--- config.mk ---
export PLATFORM = sky130hd
export DESIGN_NAME = red_cord_veto_sequencer
export DESIGN_NICKNAME = d
export VERILOG_FILES = /design/src/rtl/red_cord_veto_sequencer.sv
export SDC_FILE = /design/constraint.sdc
export NUM_CORES = 1
export LEC_CHECK = 0
export CORE_MARGIN = 5
export CORE_UTILIZATION = 30
export CTS_BUF_LIST = sky130_fd_sc_hd__clkbuf_16
export DETAILED_ROUTE_END_ITERATION = 16
export MAX_ROUTING_LAYER = met4
export PLACE_DENSITY = 0.61
export SYNTH_ARGS = -nofsm -noshare
export SYNTH_HDL_FRONTEND = slang
export SYNTH_SLANG_ARGS = --single-unit
export TNS_END_PERCENT = 1
--- constraint.sdc ---
create_clock -name clk -period 4.2 [get_ports clk]
set_input_delay 0.84 -clock clk [delete_from_list [all_inputs] [get_ports clk]]
set_output_delay 0.84 -clock clk [all_outputs]
set_load 0.05 [all_outputs]
--- src/rtl/red_cord_veto_sequencer.sv ---
// Ring-0 red cord veto sequencer: sticky trip on torque-with-human or command timeout,
// human-clear hold, explicit re-arm. Define RED_CORD_TRIP_LOG_EN to add the trip_torque log output.
module red_cord_veto_sequencer #(
    parameter int MAX_SAFE_TORQUE    = 300,
    parameter int DEBOUNCE_CYCLES    = 16,
    parameter int CLEAR_HOLD_CYCLES  = 1000,
    parameter int CMD_TIMEOUT_CYCLES = 5000,
    parameter int CNT_W              = 16
) (
    input  logic             clk,
    input  logic             rst,
    input  logic [31:0]      torque_cmd,
    input  logic             torque_cmd_valid,
    input  logic             human_presence_raw,
    input  logic             rearm_req,
    output logic             motor_enable,
    output logic             veto_active,
    output logic [1:0]       ctrl_state,
    output logic [1:0]       trip_cause,
    output logic [CNT_W-1:0] trip_count,
`ifdef RED_CORD_TRIP_LOG_EN
    output logic [31:0]      trip_torque,
`endif
    output logic             rearm_ack
);
    localparam int DB_W   = $clog2(DEBOUNCE_CYCLES + 1);
    localparam int HOLD_W = $clog2(CLEAR_HOLD_CYCLES + 1);
    localparam int TO_W   = $clog2(CMD_TIMEOUT_CYCLES + 1);

    typedef enum logic [1:0] {
        TRIPPED  = 2'b00,
        CLEARING = 2'b01,
        READY    = 2'b10,
        RUN      = 2'b11
    } state_t;

    state_t            state, state_n;
    logic              sync1, sync2, db_hold;
    logic [DB_W-1:0]   db_cnt;
    logic              presence_db;
    logic [HOLD_W-1:0] hold_cnt;
    logic [TO_W-1:0]   to_cnt;
    logic              rearm_q, rearm_rise;
    logic              hit_torque, hit_timeout, trip, go_run;

    // Presence asserts as soon as the synchronized sample is high; release waits out the debounce.
    always_ff @(posedge clk or posedge rst) begin
        if (rst) begin
            sync1   <= 1'b1;
            sync2   <= 1'b1;
            db_hold <= 1'b1;
            db_cnt  <= '0;
        end else begin
            sync1 <= human_presence_raw;
            sync2 <= sync1;
            if (sync2) begin
                db_hold <= 1'b1;
                db_cnt  <= '0;
            end else if (db_hold) begin
                if (db_cnt == DB_W'(DEBOUNCE_CYCLES - 1)) begin
                    db_hold <= 1'b0;
                    db_cnt  <= '0;
                end else begin
                    db_cnt <= db_cnt + DB_W'(1);
                end
            end
        end
    end

    assign presence_db = sync2 | db_hold;
    assign rearm_rise  = rearm_req & ~rearm_q;

    always_ff @(posedge clk or posedge rst) begin
        if (rst) state <= TRIPPED;
        else     state <= state_n;
    end

    always_comb begin
        state_n      = state;
        go_run       = 1'b0;
        hit_torque   = torque_cmd_valid & presence_db & (torque_cmd > 32'(MAX_SAFE_TORQUE));
        hit_timeout  = (to_cnt == TO_W'(CMD_TIMEOUT_CYCLES));
        trip         = (state == RUN) & (hit_torque | hit_timeout);
        motor_enable = (state == RUN) & ~hit_torque & ~hit_timeout;
        veto_active  = (state != RUN);
        ctrl_state   = state;
        case (state)
            TRIPPED:  if (!presence_db) state_n = CLEARING;
            CLEARING: begin
                if (presence_db)                                  state_n = TRIPPED;
                else if (hold_cnt == HOLD_W'(CLEAR_HOLD_CYCLES - 1)) state_n = READY;
            end
            READY: begin
                if (presence_db) begin
                    state_n = TRIPPED;
                end else if (rearm_rise) begin
                    state_n = RUN;
                    go_run  = 1'b1;
                end
            end
            RUN:      if (trip) state_n = TRIPPED;
            default:  state_n = TRIPPED;
        endcase
    end

    // Hold and timeout counters idle at zero outside their state, so entry always starts fresh.
    always_ff @(posedge clk or posedge rst) begin
        if (rst) begin
            hold_cnt   <= '0;
            to_cnt     <= '0;
            rearm_q    <= 1'b1;
            rearm_ack  <= 1'b0;
            trip_cause <= 2'b00;
            trip_count <= '0;
        end else begin
            rearm_q   <= rearm_req;
            rearm_ack <= go_run;
            if (state != CLEARING) hold_cnt <= '0;
            else                   hold_cnt <= hold_cnt + HOLD_W'(1);
            if (state != RUN || torque_cmd_valid)           to_cnt <= '0;
            else if (to_cnt != TO_W'(CMD_TIMEOUT_CYCLES))   to_cnt <= to_cnt + TO_W'(1);
            if (go_run) begin
                trip_cause <= 2'b00;
            end else if (trip) begin
                trip_cause <= hit_torque ? 2'b01 : 2'b10;
                if (trip_count != {CNT_W{1'b1}}) trip_count <= trip_count + CNT_W'(1);
            end
        end
    end

`ifdef RED_CORD_TRIP_LOG_EN
    always_ff @(posedge clk or posedge rst) begin
        if (rst)       trip_torque <= '0;
        else if (trip) trip_torque <= hit_torque ? torque_cmd : 32'd0;
    end
`endif

endmodule

==> metrics.csv, run 1 <==
metric;value;unit
Max-Cap Viols;0;
Die Area;10830;um2
highest clock rate;0.2772;GHz
DR vias;1991;
number of synthesized flops with an enable pin;0;
most common cell in the netlist;dfrtp_1;
area leader, netlist;dfrtp_1;
Seq/Total Area, Yosys;50.17;%
port bufs;59;
r2r startpoint;db_hold;
DP Area;3353;um2
DRC;0;
height of the die;104.1;um
Slew HR;44.81;%
top_reg_cell synth;dfrtp_1;
detailed placement HPWL;4140;um
cells along the critical path;clkdlybuf4s50_1, nor4_1, o211ai_1, o31a_1, nor3_1, buf_12;
CTS tree;done;
r2r setup slk;2.13;ns
CP max stage cell;nor3_1;
Pleak;1.460;nW
Syn Area/Cell;10.53;um2
maximum vdd drop;180.9;uV
CTS buffer count;5;
Hold Path Class;flip-flop to flip-flop;
Crit Reg-Reg Endpoint;trip_count[1];
nets;356;
asr flop ratio synth;100.0;%
Netlist Area Pre-Place;2654;um2
RSZ-0062 raised after global routing;false;
top cell type's share of synthesized area;46.20;%
Clock Path Buffers;2;
synth warn;0;
worst slew pin tran;0.8267;ns
PD cells;289.6;nW/um2
Final Cell Area;3505;um2
hold slack;0.3571;ns
Synth Register Bits;53;
crit path max fanout;5;
crit path time final;3.608;ns
post-synthesis instance total;252;
Worst-Skew Late Latency;0.29;ns
Max stage delay on crit path;0.48;ns
Final ANT Viol Nets;0;
Final Worst Setup Slack;0.5923;ns
setup bufs post-CTS;0;
clock slew at reported path FFs;0.08;ns
Critical Path RT;3.36;ns
WP data arrival;2.77;ns
DRT iter0 DRCs;76;
Slew Limit Fails;0;
global-route wire length before repair;9825;um
Netlist cell types;50;
Hold EP;sync2;
share of cells above drive strength 1;11.75;%
vias in the first global route;2045;
num rows;34;
initial antenna violation count;0;
# diodes;0;
critical path type;primary input to primary output;
family with the most delay on the worst path;simple AND/OR/NAND/NOR gates;
Post-Syn Nets;294;
Hold Path Depth;0;
area grow syn2layout;32.06;%
Hold Buf Count CTS;0;
Crit. End Element;primary output;
setup TNS;0;ns
core area;8678;um2
residual overflow from global routing;0;
Hold Crit Start;sync1;
Initial Util;30.58;%
TritonCTS Sinks;53;
outcome;completed;
PostCTS Resize Cnt;0;
largest net degree at the start of global routing;41;
WL/cell;13.00;um
final hold vios;0;
Startpoint Class;primary input;
Final GP Congestion;0.7249;
Vias/cell;4.707;
First-pass DRT Iterations;4;
top post-synthesis cells by count;dfrtp_1 (49), nor2_1 (28), xor2_1 (23), nand2_1 (17), nand3_1 (13);
Tcrit/Tclk final;85.90;%
gr usage total;11.12;%
worst path bufs/invs;2;
FF-to-FF path depth;5;
H-tree levels;2;
endpoints failing setup;0;
Root Buffer;clkbuf_16;
total wire length;5500;um
IO Count;60;
Die X-Extent;104.1;um
ranking of synthesized cells by area;dfrtp_1 (46%), xor2_1 (7.6%), dfstp_2 (4.0%);
clock skew;0.007509;ns
pre-CTS setup slack;0.5884;ns
-- metal layers --
layer | vias to the layer above | routed length, um | global-route usage (%)
li1 | 995 | - | -
met2 | 39 | 2654 | 17.12
met3 | 6 | 206 | 3.228
met1 | 951 | 2556 | 14.29
met5 | - | 0 | -
met4 | 0 | 83 | 3.145
-- final cells by class --
class	instances	area [um2]
inverter	11	41.29
multi-input combinational	183	1237
clock buffer	5	125.1
timing repair buffer	60	608.1
clock inverter	3	26.28
tap	108	135.1
sequential	53	1331
fill	855	5174
-- cell usage in the layout (no fill, tap or decap), drive strengths merged, types with 2 or more instances in the layout --
master,synthesis,final
a21oi,5,5
a22oi,2,2
and3,7,7
and4,3,3
buf,4,2
clkbuf,1,5
clkdlybuf4s50,0,58
clkinvlp,0,2
dfrtp,49,49
dfstp,4,4
ha,5,5
inv,11,12
mux2,3,3
mux2i,2,2
nand2,17,17
nand2b,6,6
nand3,14,14
nand4,9,9
nor2,37,37
nor2b,2,2
nor3,8,8
nor4,7,7
o21ai,6,6
or3,4,4
xnor2,8,8
xor2,23,23
-- stage by stage --
step | power (mW) | std cells | utilization (%)
final | 1.015 | 423 | 40.38
after global routing | 1.066 | 423 | 40.38
after CTS | 1.035 | 423 | 40.38
after detailed placement | 0.6073 | 415 | 38.64
after global placement | 0.6067 | 415 | 38.64
after floorplan | 0.5607 | 252 | -
-- logic make-up (layout without fill, tap and decap cells) --
family	after synthesis	count (layout)	synth area share, %
mux	5	5	2.169
xor+xnor	31	31	10.51
fa+ha+maj	5	5	2.357
flops	53	53	50.17
simple gates	122	122	25.74
compound gates	20	20	5.846
buf+inv	16	79	3.206
-- flip-flops by register name, summed over array words and instances, names as in the netlist --
name        cells
trip_count     16
to_cnt         13
hold_cnt       10
db_cnt          5
ctrl_state      2
trip_cause      2
db_hold         1
rearm_ack       1
rearm_q         1
sync1           1
sync2           1
-- power breakdown --
part	internal [mW]	switching, mW
combinational	0.0415	0.0313
sequential	0.518	0.00519
clock	0.225	0.194
total	0.784	0.231
-- worst max-delay path by stage --
stage	endpoint	slack, ns	from	cells past startpoint
after global placement	motor_enable	0.62	torque_cmd[26]	6
after CTS	motor_enable	0.58	torque_cmd[26]	6
after global routing	motor_enable	0.43	torque_cmd[26]	6
final	motor_enable	0.59	torque_cmd[24]	6
after floorplan	motor_enable	0.60	torque_cmd[24]	4
after detailed placement	motor_enable	0.59	torque_cmd[26]	6
Note: power is estimated with default switching activity, not from simulation.
==> run 2: changes to the inputs <==
--- a/config.mk
+++ b/config.mk
@@ -5,6 +5,7 @@
 export SDC_FILE = /design/constraint.sdc
 export NUM_CORES = 1
 export LEC_CHECK = 0
+export CORE_ASPECT_RATIO = 0.6
 export CORE_MARGIN = 5
 export CORE_UTILIZATION = 30
 export CTS_BUF_LIST = sky130_fd_sc_hd__clkbuf_16
==> constraint.sdc (replaced) <==
create_clock -name clk -period 3.9 [get_ports clk]
set_input_delay 0.78 -clock clk [delete_from_list [all_inputs] [get_ports clk]]
set_output_delay 0.78 -clock clk [all_outputs]
set_load 0.05 [all_outputs]
==> run 2 against run 1 <==
  * Routed wire length grew 14%
  * Largest cell class unchanged
  * First-iteration DRC count shrank 45%
  * Global-route usage grew 1.2 points
  * Clock-buffer cell count is the same
  * Sequential share of layout area shrank 0.42 points
  * Hold slack is essentially flat
==> metrics.csv, run 2 (same netlist as run 1, synthesis figures left out) <==
metric;value;unit;change
hold slack;0.3570;ns;was 0.3571 ns
TritonCTS Sinks;53;;unchanged
Slew Limit Fails;0;;unchanged
initial antenna violation count;0;;unchanged
area grow syn2layout;33.52;%;was 32.06%
max FFs per register;16;;unchanged
largest net degree at the start of global routing;32;;was 41
Max-Cap Viols;0;;unchanged
gr usage total;12.32;%;was 11.12%
Final ANT Viol Nets;0;;unchanged
detailed placement HPWL;4762;um;was 4140 um
vias in the first global route;2090;;was 2045
clock slew at reported path FFs;0.06;ns;was 0.08 ns
CTS tree;done;;unchanged
DR vias;1982;;was 1991
Final Cell Area;3543;um2;was 3505 um2
DRT iter0 DRCs;42;;was 76
WP data arrival;2.52;ns;was 2.77 ns
PostCTS Resize Cnt;0;;unchanged
IO Count;60;;unchanged
Hold Path Class;flip-flop to flip-flop;;unchanged
Vias/cell;4.609;;was 4.707
DR top layer;met4;;unchanged
First-pass DRT Iterations;4;;unchanged
RSZ-0062 raised after global routing;false;;unchanged
met3 WL;358;um;was 206 um
WL/cell;14.54;um;was 13.00 um
Root Buffer;clkbuf_16;;unchanged
# diodes;0;;unchanged
crit path time final;3.303;ns;
Fill cells;813;;was 855
Die Area;10890;um2;was 10830 um2
residual overflow from global routing;0;;unchanged
PD cells;320.5;nW/um2;was 289.6 nW/um2
Hold Buf Count CTS;0;;unchanged
highest clock rate;0.3027;GHz;
share of cells above drive strength 1;11.95;%;was 11.75%
crit path max fanout;5;;unchanged
Tcrit/Tclk final;84.70;%;
setup TNS;0;ns;unchanged
clock skew;0.007746;ns;was 0.007509 ns
nets;359;;was 356
Clock Path Buffers;2;;unchanged
global-route wire length before repair;10830;um;was 9825 um
Crit. End Element;primary output;;unchanged
Startpoint Class;primary input;;unchanged
Top Registers;trip_count: 16 flops, to_cnt: 13 flops, hold_cnt: 10 flops;;unchanged
final hold vios;0;;unchanged
DRC;0;;unchanged
H-tree levels;2;;unchanged
Final GP Congestion;0.9081;;was 0.7249
most frequent cells in the layout;clkdlybuf4s50_1 (58), dfrtp_1 (49), nor2_1 (28);;unchanged
CTS buffer count;5;;unchanged
total wire length;6252;um;was 5500 um
num rows;26;;was 34
Pleak;1.489;nW;was 1.460 nW
met2 wire length;2554;um;was 2654 um
Initial Util;31.02;%;was 30.58%
worst slew pin tran;0.6315;ns;was 0.8267 ns
critical path type;primary input to primary output;;unchanged
Worst-Skew Late Latency;0.29;ns;about the same
port bufs;59;;unchanged
core area;8556;um2;was 8678 um2
outcome;completed;;unchanged
Die X-Extent;131.4;um;was 104.1 um
Critical Path RT;3.12;ns;was 3.36 ns
Top reg by flops;trip_count;;unchanged
DP Area;3381;um2;was 3353 um2
Slew HR;57.84;%;was 44.81%
most common cell after layout, fill and taps aside;clkdlybuf4s50_1;;unchanged
setup bufs post-CTS;0;;unchanged
maximum vdd drop;151.6;uV;was 180.9 uV
height of the die;82.86;um;was 104.1 um
endpoints failing setup;0;;unchanged
wl on met1;3286;um;was 2556 um
==> run 2: cell count changes in the layout (fill, tap and decap cells not counted) <==
cell	before	now
clkinvlp_4	2	0
clkinv_1	0	1
buf_4	1	4
inv_8	1	0
bufinv_16	0	1
inv_1	10	11
==> run 2: report_power, final <==
| group | switching (mW) | total (mW) | internal (mW) |
|---|---|---|---|
| clock network | 0.192 | 0.491 | 0.298 |
| registers | 0.00572 | 0.564 | 0.558 |
| logic | 0.0357 | 0.0813 | 0.0456 |
| total | 0.234 | 1.14 | 0.902 |
==> run 2: routing by layer <==
layer  global-route usage, %  vias to the layer above
met3                   4.046                        8
met2                   17.54                       55
met5                       -                        -
met1                   17.30                      919
li1                        -                     1000
met4                   2.241                        0
==> run 2: worst max-delay path: stages <==
cell and delay (ns):
clkdlybuf4s50_1 0.43, nor4_1 0.28, o211ai_1 0.13, o31a_1 0.41, nor3_1 0.19, buf_4 0.17
buf_12 0.13
==> run 2: stage by stage <==
step / setup WS [ns] / total power [mW] / cells / util [%]
2_1_floorplan: 0.4237 / 0.6038 / 252 / -
3_5_place_dp: 0.5810 / 0.6573 / 422 / 39.51
5_1_grt: 0.4600 / 1.184 / 430 / 41.42
3_3_place_gp: 0.5878 / 0.6559 / 422 / 39.51
6_report: 0.5968 / 1.136 / 430 / 41.42
4_1_cts: 0.5678 / 1.156 / 430 / 41.42
==> run 2: final cells by class <==
type                    instances  area (um2)  area share (%)
well taps                     112       140.1           3.955
multi-input cells             183        1237           34.92
flip-flops and latches         53        1331           37.57
inverters                      11       41.29           1.165
clock buffers                   5       125.1           3.531
repair buffers                 63       630.6           17.80
clock inverters                 3       37.54           1.059
==> run 2: path summary, 6_finish.rpt <==
kind	start	to	slack (ns)	depth (start not counted)
max	torque_cmd[26]	motor_enable	0.60	7
max reg2reg	to_cnt[8]	trip_count[8]	1.80	7
min reg2reg	sync1	sync2	0.36	0
min	sync1	sync2	0.36	0
min in group asynchronous	rst	db_cnt[1]	0.89	2
max in group asynchronous	rst	trip_count[12]	2.40	3
==> run 3: changes to the inputs <==
==> constraint.sdc (replaced) <==
create_clock -name clk -period 3.3 [get_ports clk]
set_input_delay 0.66 -clock clk [delete_from_list [all_inputs] [get_ports clk]]
set_output_delay 0.66 -clock clk [all_outputs]
set_load 0.05 [all_outputs]
==> run 3 against run 2 <==
  * Via count is 1.4% higher
  * Total power is 19% higher
  * Global-route usage is 0.61 points lower
  * Routed wire length is 2.1% lower
  * Final area is 0.64% higher
  * Hold slack better by 0.0046 ns
  * Critical endpoint unchanged
  * Largest cell class unchanged
  * Highest routed layer unchanged
==> metrics.csv, run 3 (same netlist as run 1, synthesis figures left out) <==
metric;value;unit;change
Slew Limit Fails;0;;unchanged
Final Worst Setup Slack;0.3407;ns;was 0.5968 ns
Final Cell Area;3566;um2;was 3543 um2
worst path bufs/invs;3;;unchanged
DRC;0;;unchanged
final hold vios;0;;unchanged
Max stage delay on crit path;0.42;ns;was 0.43 ns
global-route wire length before repair;10400;um;was 10830 um
IO Count;60;;unchanged
total power draw;1.351;mW;was 1.136 mW
detailed placement HPWL;4780;um;was 4762 um
Startpoint Class;primary input;;unchanged
Critical Path Start;torque_cmd[24];;was torque_cmd[26]
largest net degree at the start of global routing;21;;was 32
multi-input combinational cell area;1237;um2;unchanged
crit path max fanout;3;;was 5
outcome;completed;;unchanged
worst slew pin tran;0.5256;ns;was 0.6315 ns
num rows;26;;unchanged
Die Area;10890;um2;unchanged
register area;1331;um2;unchanged
Tcrit/Tclk final;89.68;%;
RSZ-0062 raised after global routing;false;;unchanged
PostCTS Resize Cnt;0;;unchanged
Top reg by flops;trip_count;;unchanged
total wire length;6123;um;was 6252 um
DR vias;2009;;was 1982
First-pass DRT Iterations;4;;unchanged
H-tree levels;2;;unchanged
highest clock rate;0.3379;GHz;
share of cells above drive strength 1;12.77;%;was 11.95%
TritonCTS Sinks;53;;unchanged
Worst-Skew Late Latency;0.29;ns;about the same
Crit. End Element;primary output;;unchanged
CTS buffer count;5;;unchanged
Die X-Extent;131.4;um;unchanged
post-layout util;41.68;%;was 41.42%
Hold Path Class;flip-flop to flip-flop;;unchanged
Initial Util;31.02;%;unchanged
crit path time final;2.959;ns;
area grow syn2layout;34.37;%;was 33.52%
pre-CTS setup slack;0.3299;ns;was 0.5810 ns
# diodes;0;;unchanged
residual overflow from global routing;0;;unchanged
WL/cell;14.14;um;was 14.54 um
most common cell after layout, fill and taps aside;clkdlybuf4s50_1;;unchanged
Max-Cap Viols;0;;unchanged
Fill cells;804;;was 813
clock slew at reported path FFs;0.07;ns;was 0.06 ns
height of the die;82.86;um;unchanged
most frequent cells in the layout;clkdlybuf4s50_1 (58), dfrtp_1 (49), nor2_1 (28);;unchanged
endpoints failing setup;0;;unchanged
Inst Count DP;425;;was 422
Final GP Congestion;0.9146;;was 0.9081
non-filler instance count after layout;433;;was 430
CTS tree;done;;unchanged
CP max stage cell;clkdlybuf4s50_1;;unchanged
DRT iter0 DRCs;54;;was 42
maximum vdd drop;247.8;uV;was 151.6 uV
family with the most delay on the worst path;buffers and inverters;;unchanged
Final ANT Viol Nets;0;;unchanged
setup bufs post-CTS;0;;unchanged
Slew HR;64.85;%;was 57.84%
port bufs;59;;unchanged
Top Registers;trip_count: 16 flops, to_cnt: 13 flops, hold_cnt: 10 flops;;unchanged
Hold Crit Start;sync1;;unchanged
Pleak;1.503;nW;was 1.489 nW
nets;362;;was 359
core area;8556;um2;unchanged
DP Area;3403;um2;was 3381 um2
Vias/cell;4.640;;was 4.609
Root Buffer;clkbuf_16;;unchanged
Hold Buf Count CTS;0;;unchanged
critical path type;primary input to primary output;;unchanged
vias in the first global route;2012;;was 2090
PD cells;378.8;nW/um2;was 320.5 nW/um2
r2r startpoint;to_cnt[5];;was to_cnt[8]
Critical Path RT;2.64;ns;was 3.12 ns
Clock Path Buffers;2;;unchanged
cells along the critical path;clkdlybuf4s50_1, nor4_1, o211ai_1, o31a_1, nor3_1, buf_4, buf_12;;unchanged
WP data arrival;2.30;ns;was 2.52 ns
gr usage total;11.71;%;was 12.32%
max FFs per register;16;;unchanged
setup TNS;0;ns;unchanged
hold slack;0.3615;ns;was 0.3570 ns
clock skew;0.004322;ns;was 0.007746 ns
initial antenna violation count;0;;unchanged
[run 3: cell types whose count changed in the layout (fill, tap and decap cells not counted), sizes merged]
| cell | change |
|---|---|
| buf | +3 |
[run 3: final cells by class]
| type | count | area share (%) |
|---|---|---|
| clock inverter | 3 | 1.053 |
| timing repair buffer | 66 | 18.32 |
| multi-input combinational | 183 | 34.70 |
| tap | 112 | 3.930 |
| inverter | 11 | 1.158 |
| clock buffer | 5 | 3.509 |
| sequential | 53 | 37.33 |
[run 3: per-layer routing]
metal | up-vias | track usage, % | wire length, um
met3 | 6 | 3.865 | 381
li1 | 1010 | - | -
met1 | 931 | 16.87 | 3270
met4 | 0 | 2.428 | 42
met5 | - | - | 0
met2 | 62 | 15.98 | 2428
[run 3: final timing paths]
path                            endpoint  slack, ns  cells after the start
setup / recovery            motor_enable       0.34                      7
hold reg to reg                    sync2       0.36                      0
max in group asynchronous        rearm_q       1.98                      3
min in group asynchronous    hold_cnt[5]       0.67                      2
hold / removal                     sync2       0.36                      0
setup reg to reg           trip_count[6]       1.24                      6
[run 3: worst register-to-register path, cell delays in order, from the launching register on]
cell	delay, ns
dfrtp_1	0.41
nor4_1	0.41
and4_1	0.46
o21ai_4	0.16
buf_4	0.19
nor3_1	0.20
xor2_1	0.17
[run 3: where the power goes]
part | switching [mW] | internal (mW) | total, mW | leakage (nW)
clock | 0.235 | 0.353 | 0.588 | 0.0826
sequential | 0.00697 | 0.659 | 0.666 | 0.718
combinational | 0.0420 | 0.0546 | 0.0966 | 0.703
total | 0.284 | 1.07 | 1.35 | 1.50
